## src/rtl/binary_adder_pkg.sv

```systemverilog
// Shared constants and result type for the binary_adder slice.
// The optional signed-overflow output of binary_adder is enabled by
// defining BINARY_ADDER_OVF_EN.
package binary_adder_pkg;

    // Default operand/sum width of binary_adder.
    localparam int unsigned BA_WIDTH = 4;

    // Widest operand width binary_adder supports.
    localparam int unsigned BA_MAX_WIDTH = 32;

    // One addition result. The sum field holds the widest supported width,
    // so narrower sums sit in the low bits with the upper bits at zero.
    typedef struct packed {
        logic [BA_MAX_WIDTH-1:0] sum;
        logic                    carry;
        logic                    ovf;
    } ba_result_t;

endpackage : binary_adder_pkg

```

## src/rtl/binary_adder_full_adder.sv

```systemverilog
// Single-bit full adder: one stage of the binary_adder ripple chain.
// Purely combinational. binary_adder instantiates it whether or not
// BINARY_ADDER_OVF_EN is defined.
module full_adder (
    output logic s,
    output logic c_out,
    input  logic a,
    input  logic b,
    input  logic c_in
);

    // Sum bit and carry to the next stage.
    always_comb begin
        s     = a ^ b ^ c_in;
        c_out = (a & b) | (c_in & (a ^ b));
    end

endmodule : full_adder

```

## src/rtl/binary_adder.sv

```systemverilog
// Registered ripple-carry adder: {c_out, s} = a + b + c_in, one cycle latency.
// Operands are sampled only on cycles where in_valid is high. The results
// hold their value while in_valid is low.
// Defining BINARY_ADDER_OVF_EN adds the registered signed-overflow output ovf.
module binary_adder
    import binary_adder_pkg::*;
#(
    parameter int unsigned WIDTH = BA_WIDTH
) (
    input  logic             clk,
    input  logic             rst_n,
    output logic [WIDTH-1:0] s,
    output logic             c_out,
`ifdef BINARY_ADDER_OVF_EN
    output logic             ovf,
`endif
    input  logic [WIDTH-1:0] a,
    input  logic [WIDTH-1:0] b,
    input  logic             c_in,
    input  logic             in_valid,
    output logic             out_valid
);

    // carry[i] enters stage i; carry[WIDTH] is the carry out of the MSB.
    logic [WIDTH:0]   carry;
    logic [WIDTH-1:0] sum;

    assign carry[0] = c_in;

    for (genvar i = 0; i < WIDTH; i++) begin : g_stage
        full_adder u_fa (
            .s     (sum[i]),
            .c_out (carry[i+1]),
            .a     (a[i]),
            .b     (b[i]),
            .c_in  (carry[i])
        );
    end

    // Capture sum and carry only on valid cycles; otherwise hold the last result.
    always_ff @(posedge clk or negedge rst_n) begin
        if (!rst_n) begin
            s     <= '0;
            c_out <= 1'b0;
        end else if (in_valid) begin
            s     <= sum;
            c_out <= carry[WIDTH];
        end
    end

    // out_valid follows in_valid one cycle later. Reset drops any pending result.
    always_ff @(posedge clk or negedge rst_n) begin
        if (!rst_n) begin
            out_valid <= 1'b0;
        end else begin
            out_valid <= in_valid;
        end
    end

`ifdef BINARY_ADDER_OVF_EN
    // Signed overflow: the carry into the MSB differs from the carry out of it.
    always_ff @(posedge clk or negedge rst_n) begin
        if (!rst_n) begin
            ovf <= 1'b0;
        end else if (in_valid) begin
            ovf <= carry[WIDTH-1] ^ carry[WIDTH];
        end
    end
`endif

endmodule : binary_adder

```

## config.mk

```make
export PLATFORM = sky130hd
export DESIGN_NAME = binary_adder
export DESIGN_NICKNAME = d
export VERILOG_FILES = /design/src/rtl/binary_adder_pkg.sv /design/src/rtl/binary_adder_full_adder.sv /design/src/rtl/binary_adder.sv
export SDC_FILE = /design/constraint.sdc
export NUM_CORES = 1
export LEC_CHECK = 0
export ABC_AREA = 1
export BUFFER_PORTS_ARGS = -buffer_cell sky130_fd_sc_hd__buf_2
export CAP_MARGIN = 20
export CORE_AREA = 5 5 42 44
export CTS_CLUSTER_DIAMETER = 60
export DETAILED_ROUTE_END_ITERATION = 10
export DIE_AREA = 0 0 47 49
export PLACE_DENSITY = 0.43
export SETUP_SLACK_MARGIN = 0.2
export SLEW_MARGIN = 20
export SYNTH_ARGS = -nofsm -noshare
export SYNTH_HDL_FRONTEND = slang
export SYNTH_HIERARCHICAL = 1
export SYNTH_SLANG_ARGS = --single-unit
export TNS_END_PERCENT = 1
```

## constraint.sdc

```tcl
create_clock -name clk -period 0.8 [get_ports clk]
set_input_delay 0.04 -clock clk [delete_from_list [all_inputs] [get_ports clk]]
set_output_delay 0.04 -clock clk [all_outputs]
set_load 0.01 [all_outputs]
```

==> metrics.md, run 1 <==
| Metric | Value |
|---|---|
| Outcome | `finished with violations` |
| Failing checks | `hold timing, setup timing` |
| Cell Area, Synth | `290.3 um^2` |
| Clock skew | `0 ps` |
| Worst setup EP type | `flop` |
| Fin util | `between 30% and 40%` |
| CTS Buf Count | `3` |
| Final Cell Area | `447.9 um^2` |
| Yosys top cell by area | `dfrtp_1` |
| Drt first-iter violations | `0` |
| Post-synthesis mux area share | `0%` |
| Final wirelength | `between 600 and 700 um` |
| Starting Density | `20.71%` |
| Vias in the first global route | `222` |
| DRT met1 WL | `271 um` |
| DRC violations left | `0` |
| CTS Buffer Depth | `2` |
| Capture point of the worst reg-to-reg path | `s[2]` |
| DP Area | `402.9 um^2` |
| Distinct cells, synth | `4` |
| Final setup viols | `5` |
| Dpl cells | `59` |
| Cell Pwr Density | `1901 nW/um^2` |
| Area share of and/or/nand/nor cells after synthesis | `between 10% and 20%` |
| Synthesized instance count | `26` |
| Chip Height | `49 um` |
| HP Class | `primary input to flop` |
| Worst Reg-to-Reg Cells | `2` |
| Power Total | `0.8514 mW` |
| Max VDD drop | `roughly 0.00074 V` |
| RSZ-0062 raised after global routing | `true` |
| WL met3 | `about 90 um` |
| Inserted Diodes | `0` |
| First-pass GRT wire length | `just under 900 um` |
| Syn Area/Cell | `11.16 um^2` |
| Per-cell routed wire length | `9.571 um` |
| Yosys warning count | `6` |
| CORE AREA | `around 1400 um^2` |
| IO Pins | `18` |
| R2r setup slk | `~200 ps` |
| Share of cells above drive strength 1 | `51.06%` |
| Final nets | `65` |
| Area Growth Syn to Fin | `54.31%` |
| Worst Setup Start Kind | `primary input` |
| Skew-Pair Late Insertion Delay | `240 ps` |
| Initial antenna violation count | `0` |
| # port buffers | `17` |
| Crit path DAT | `1740 ps` |
| CTS tree | `built` |
| Top cells by area, synth | `dfrtp_1 52%, fa_1 28%, nand2_1 19%` |
| Fin worst setup slack | `-806.8 ps` |
| Largest net degree at the start of global routing | `8` |
| Row cnt | `14` |
| H-tree depth reported by CTS | `1` |
| Die X | `47 um` |
| Largest fanout on the critical path | `1` |
| CTS sink count | `6` |
| Final min period | `roughly 1600 ps` |
| Slew Limit Headroom | `between 90% and 100%` |
| Fin Hold WS | `-3.075 ps` |
| CP required | `930 ps` |
| Antenna viol nets, final | `0` |
| Met2 WL | `223 um` |
| Die footprint | `between 2000 and 2500 um^2` |
| Slew @ Worst Pin | `141.0 ps` |
| Final Hold Vio Count | `1` |
| Tcrit/Tclk final | `200.9%` |
| Main combinational cell family by area after synthesis | `adder cells` |
| Non-Filler Instances | `63` |
| Worst Hold Depth | `1` |
| Worst hold start | `in_valid` |
| Vias/cell | `between 3 and 4` |
| Pins Over Slew Limit | `0` |
| Fmax | `0.6223 GHz` |
| Worst r2r src | `s[2]` |
| Pre-CTS WS | `-1113 ps` |
| Max Cap Viol | `0` |
| Setup TNS | `-2186 ps` |
| Setup CP Type | `primary input to flop` |
| Xor and xnor area share after synthesis | `0%` |
| Placer Congestion | `0.6364` |
| All-layer global routing usage | `around 6%` |
| DR pass1 iterations | `1` |
| Flops & latches, synth | `6` |
| Grt ovf | `0` |
| Post-synthesis adder-cell area fraction | `27.59%` |
| Post-synthesis sequential area ratio | `51.72%` |
| Hold-fix buffers, CTS | `1` |
| Top Layer Used | `met4` |
| Worst-path clk slew | `40 ps` |
| Vias | `238` |
| Compound-Gate Fraction of Synth Area | `0%` |
| LEAKAGE | `about 0.24 nW` |
| CTS Root Cell | `clkbuf_4` |
| Hold endpoint | `out_valid` |
| Synth Net Count | `42` |
| Share of the synthesized area in the top cell type | `about 52%` |
==> cell type report <==
class	instances	area (um^2)
clock buffers	3	22.52
fillers	156	953.4
inverters	1	3.754
multi-input cells	19	143.9
flip-flops and latches	6	150.1
well taps	16	20.02
repair buffers	18	107.6
==> what timing repair did <==
action	in CTS	in global routing
setup endpoints to repair	11	11
gates resized for setup	1	1
buffers inserted	0	0
endpoints found under the hold margin	7	1
pin swaps	5	2
==> sequential cells by signal, summed over array words and instances, names as in the netlist <==
| signal | flops |
|---|---|
| s | 4 |
| out_valid | 1 |
| c_out | 1 |
==> report_power, final <==
| group | total (mW) | switching (mW) | internal [mW] |
|---|---|---|---|
| Sequential | 0.371 | 0.0228 | 0.348 |
| Combinational | 0.206 | 0.103 | 0.103 |
| Clock | 0.275 | 0.105 | 0.169 |
==> Yosys cell counts, drive strengths merged <==
master and instances:
nand2 15, dfrtp 6, fa 4, inv 1
==> how the worst max path moves through the flow <==
stage | from | end | slack (ps)
6_report | a[0] | s[3] | -810
5_1_grt | a[0] | s[3] | -820
4_1_cts | a[0] | s[3] | -810
3_5_place_dp | a[0] | s[3] | -1110
3_3_place_gp | a[0] | s[3] | -1110
2_1_floorplan | a[0] | s[3] | -960
==> cell usage in the layout, fill, tap and decap left out <==
master / Yosys / layout
nand2_1: 15 / 15
buf_2: 0 / 15
dfrtp_1: 6 / 6
clkbuf_4: 0 / 3
fa_2: 0 / 3
buf_6: 0 / 2
inv_2: 1 / 1
fa_1: 4 / 1
dlygate4sd3_1: 0 / 1
==> routing by layer <==
layer  track usage, %  vias to the layer above
met3            4.428                        2
li1                 -                      120
met5                0                        -
met2            6.109                       18
met1            7.256                       98
met4            5.530                        0
==> critical path, stage by stage <==
cell     delay, ps
buf_6           90
fa_2           370
fa_2           340
fa_2           340
fa_1           430
nand2_1         70
nand2_1         40
==> cell families (layout without fill, tap and decap cells) <==
family / Yosys count / after routing
AND/OR/NAND/NOR: 15 / 15
flip-flops: 6 / 6
adder cells (fa/ha/maj): 4 / 4
buffers and inverters: 1 / 22
No activity file was read; power rests on OpenSTA's default activity.
==> run 2, diff against run 1 <==
==> constraint.sdc (replaced) <==
create_clock -name clk -period 1.9 [get_ports clk]
set_input_delay 0.285 -clock clk [delete_from_list [all_inputs] [get_ports clk]]
set_output_delay 0.285 -clock clk [all_outputs]
set_load 0.01 [all_outputs]
==> run 2 against run 1 <==
  * The run now ends clean
  * Critical path depth unchanged
  * Cell area down 1.4%
  * Sequential power shrank 58%
  * Die area unchanged
  * Sequential share of layout area is 0.47 points higher
  * Clock power is 59% lower
  * Combinational power decreased by 60%
  * Core utilization down 0.45 points
  * Clock-buffer cell count stayed put
  * Global-route usage rose by 0.28 points
  * Setup slack improved by 850 ps
  * Sequential cell count unchanged
==> metrics.md, run 2 (synthesis results as in run 1) <==
| Metric | Value |
|---|---|
| HP Class | `primary input to flop` |
| Die footprint | `2303 um^2` |
| # port buffers | `17` |
| CTS sink count | `6` |
| Placer Congestion | `between 0.6 and 0.7` |
| Slew Limit Headroom | `between 90% and 100%` |
| Cell Pwr Density | `between 700 and 800 nW/um^2` |
| Final-layout fill cell count | `153` |
| Worst Setup Start Kind | `primary input` |
| Chip Height | `49 um` |
| Fin util | `31.52%` |
| Die X | `47 um` |
| Tcrit/Tclk final | `97.74%` |
| Final nets | `65` |
| Setup CP Type | `primary input to flop` |
| Worst Hold Depth | `1` |
| Drt first-iter violations | `6` |
| Final wirelength | `581 um` |
| CTS Buf Count | `3` |
| Initial antenna violation count | `0` |
| Commonest cells after routing, fill and taps aside | `16 x buf_2, 15 x nand2_1, 6 x dfrtp_1` |
| CTS tree | `built` |
| Largest fanout on the critical path | `1` |
| Skew-Pair Late Insertion Delay | `240 ps` |
| CORE AREA | `1401 um^2` |
| Fmax | `0.5385 GHz` |
| RSZ-0062 raised after global routing | `true` |
| Per-cell routed wire length | `9.222 um` |
| Max Cap Viol | `0` |
| DR pass1 iterations | `4` |
| Row cnt | `14` |
| Vias/cell | `3.857` |
| Pins Over Slew Limit | `0` |
| Most common cell after layout, fill and taps aside | `buf_2` |
| Worst setup EP type | `flop` |
| Slew @ Worst Pin | `136.0 ps` |
| Share of cells above drive strength 1 | `51.06%` |
| CP required | `roughly 2000 ps` |
| Largest net degree at the start of global routing | `8` |
| DP Area | `402.9 um^2` |
| Number of flip-flops in the largest register | `4` |
| Final Hold Vio Count | `0` |
| Largest register by flop count | `s` |
| Final Cell Area | `441.7 um^2` |
| Clock skew | `0 ps` |
| Antenna viol nets, final | `0` |
| Inserted Diodes | `0` |
| Final setup viols | `0` |
| CTS Buffer Depth | `2` |
| IO Pins | `18` |
| All-layer global routing usage | `6.188%` |
| Vias | `243` |
| Vias in the first global route | `229` |
| Crit path DAT | `roughly 2000 ps` |
| H-tree depth reported by CTS | `1` |
| DRC violations left | `0` |
| Final min period | `1857 ps` |
| Fin Hold WS | `approximately 250 ps` |
| First-pass GRT wire length | `~910 um` |
| Outcome | `complete, no violations` |
| Top Registers | `s: 4 flops, c_out: 1 flops, out_valid: 1 flops` |
| Grt ovf | `0` |
| LEAKAGE | `roughly 0.24 nW` |
| Worst Reg-to-Reg Cells | `2` |
| Worst-path clk slew | `40 ps` |
| Starting Density | `between 20% and 30%` |
| Area Growth Syn to Fin | `52.16%` |
| Max VDD drop | `0.0002246 V` |
| CTS Root Cell | `clkbuf_4` |
==> run 2: layer usage <==
layer / part of all wire, % / global-route usage [%] / up-vias
met5: 0 / 0 / -
met4: 3.3 / 8.295 / 0
met3: 13 / 2.214 / 2
met2: 39 / 6.335 / 16
met1: 44 / 7.937 / 102
li1: - / - / 123
==> run 2: power by group <==
group	leakage [nW]	total, mW	switching (mW)	internal, mW
Sequential	0.0725	0.156	0.00899	0.147
Clock	0.0138	0.114	0.0432	0.0713
Combinational	0.149	0.0829	0.0433	0.0396
==> run 2: final timing paths <==
| path | endpoint | slack (ps) | start |
|---|---|---|---|
| setup / recovery | s[3] | 40 | a[0] |
| hold / removal | out_valid | 250 | in_valid |
| setup reg to reg | s[3] | 1310 | s[3] |
| hold reg to reg | s[0] | 470 | s[0] |
| max in group asynchronous | c_out | 1360 | rst_n |
| min in group asynchronous | s[3] | 400 | rst_n |
==> run 2: critical path, cell delays in order <==
cell     delay (ps)
buf_6            90
fa_2            370
fa_2            350
fa_2            340
fa_1            430
nand2_1          70
nand2_1          50
==> run 2: layout make-up <==
class                      count  area (um^2)  share of cell area (%)
clock buffer                   3        22.52                   5.099
inverter                       1        3.754                  0.8499
multi-input combinational     19        143.9                   32.58
sequential                     6        150.1                   33.99
tap                           16        20.02                   4.533
timing repair buffer          18        101.3                   22.95
==> run 2: repair_timing <==
item,in CTS,in global routing
endpoints found under the hold margin,6,0
pin swaps,1,0
gates resized for setup,0,1
hold buffers,1,0
setup buffers,0,0
endpoints found under the setup margin,2,2
==> run 2: stage by stage <==
step | cells | power, mW | worst slack (ps) | setup TNS, ps
final | 63 | 0.3529 | 43.01 | 0
after global routing | 63 | 0.3812 | 7.052 | 0
after CTS | 63 | 0.3593 | 19.95 | 0
after detailed placement | 59 | 0.2406 | -266.4 | -469.8
after global placement | 59 | 0.2394 | -267.3 | -466.9
after floorplan | 26 | 0.1959 | -106.9 | -141.6
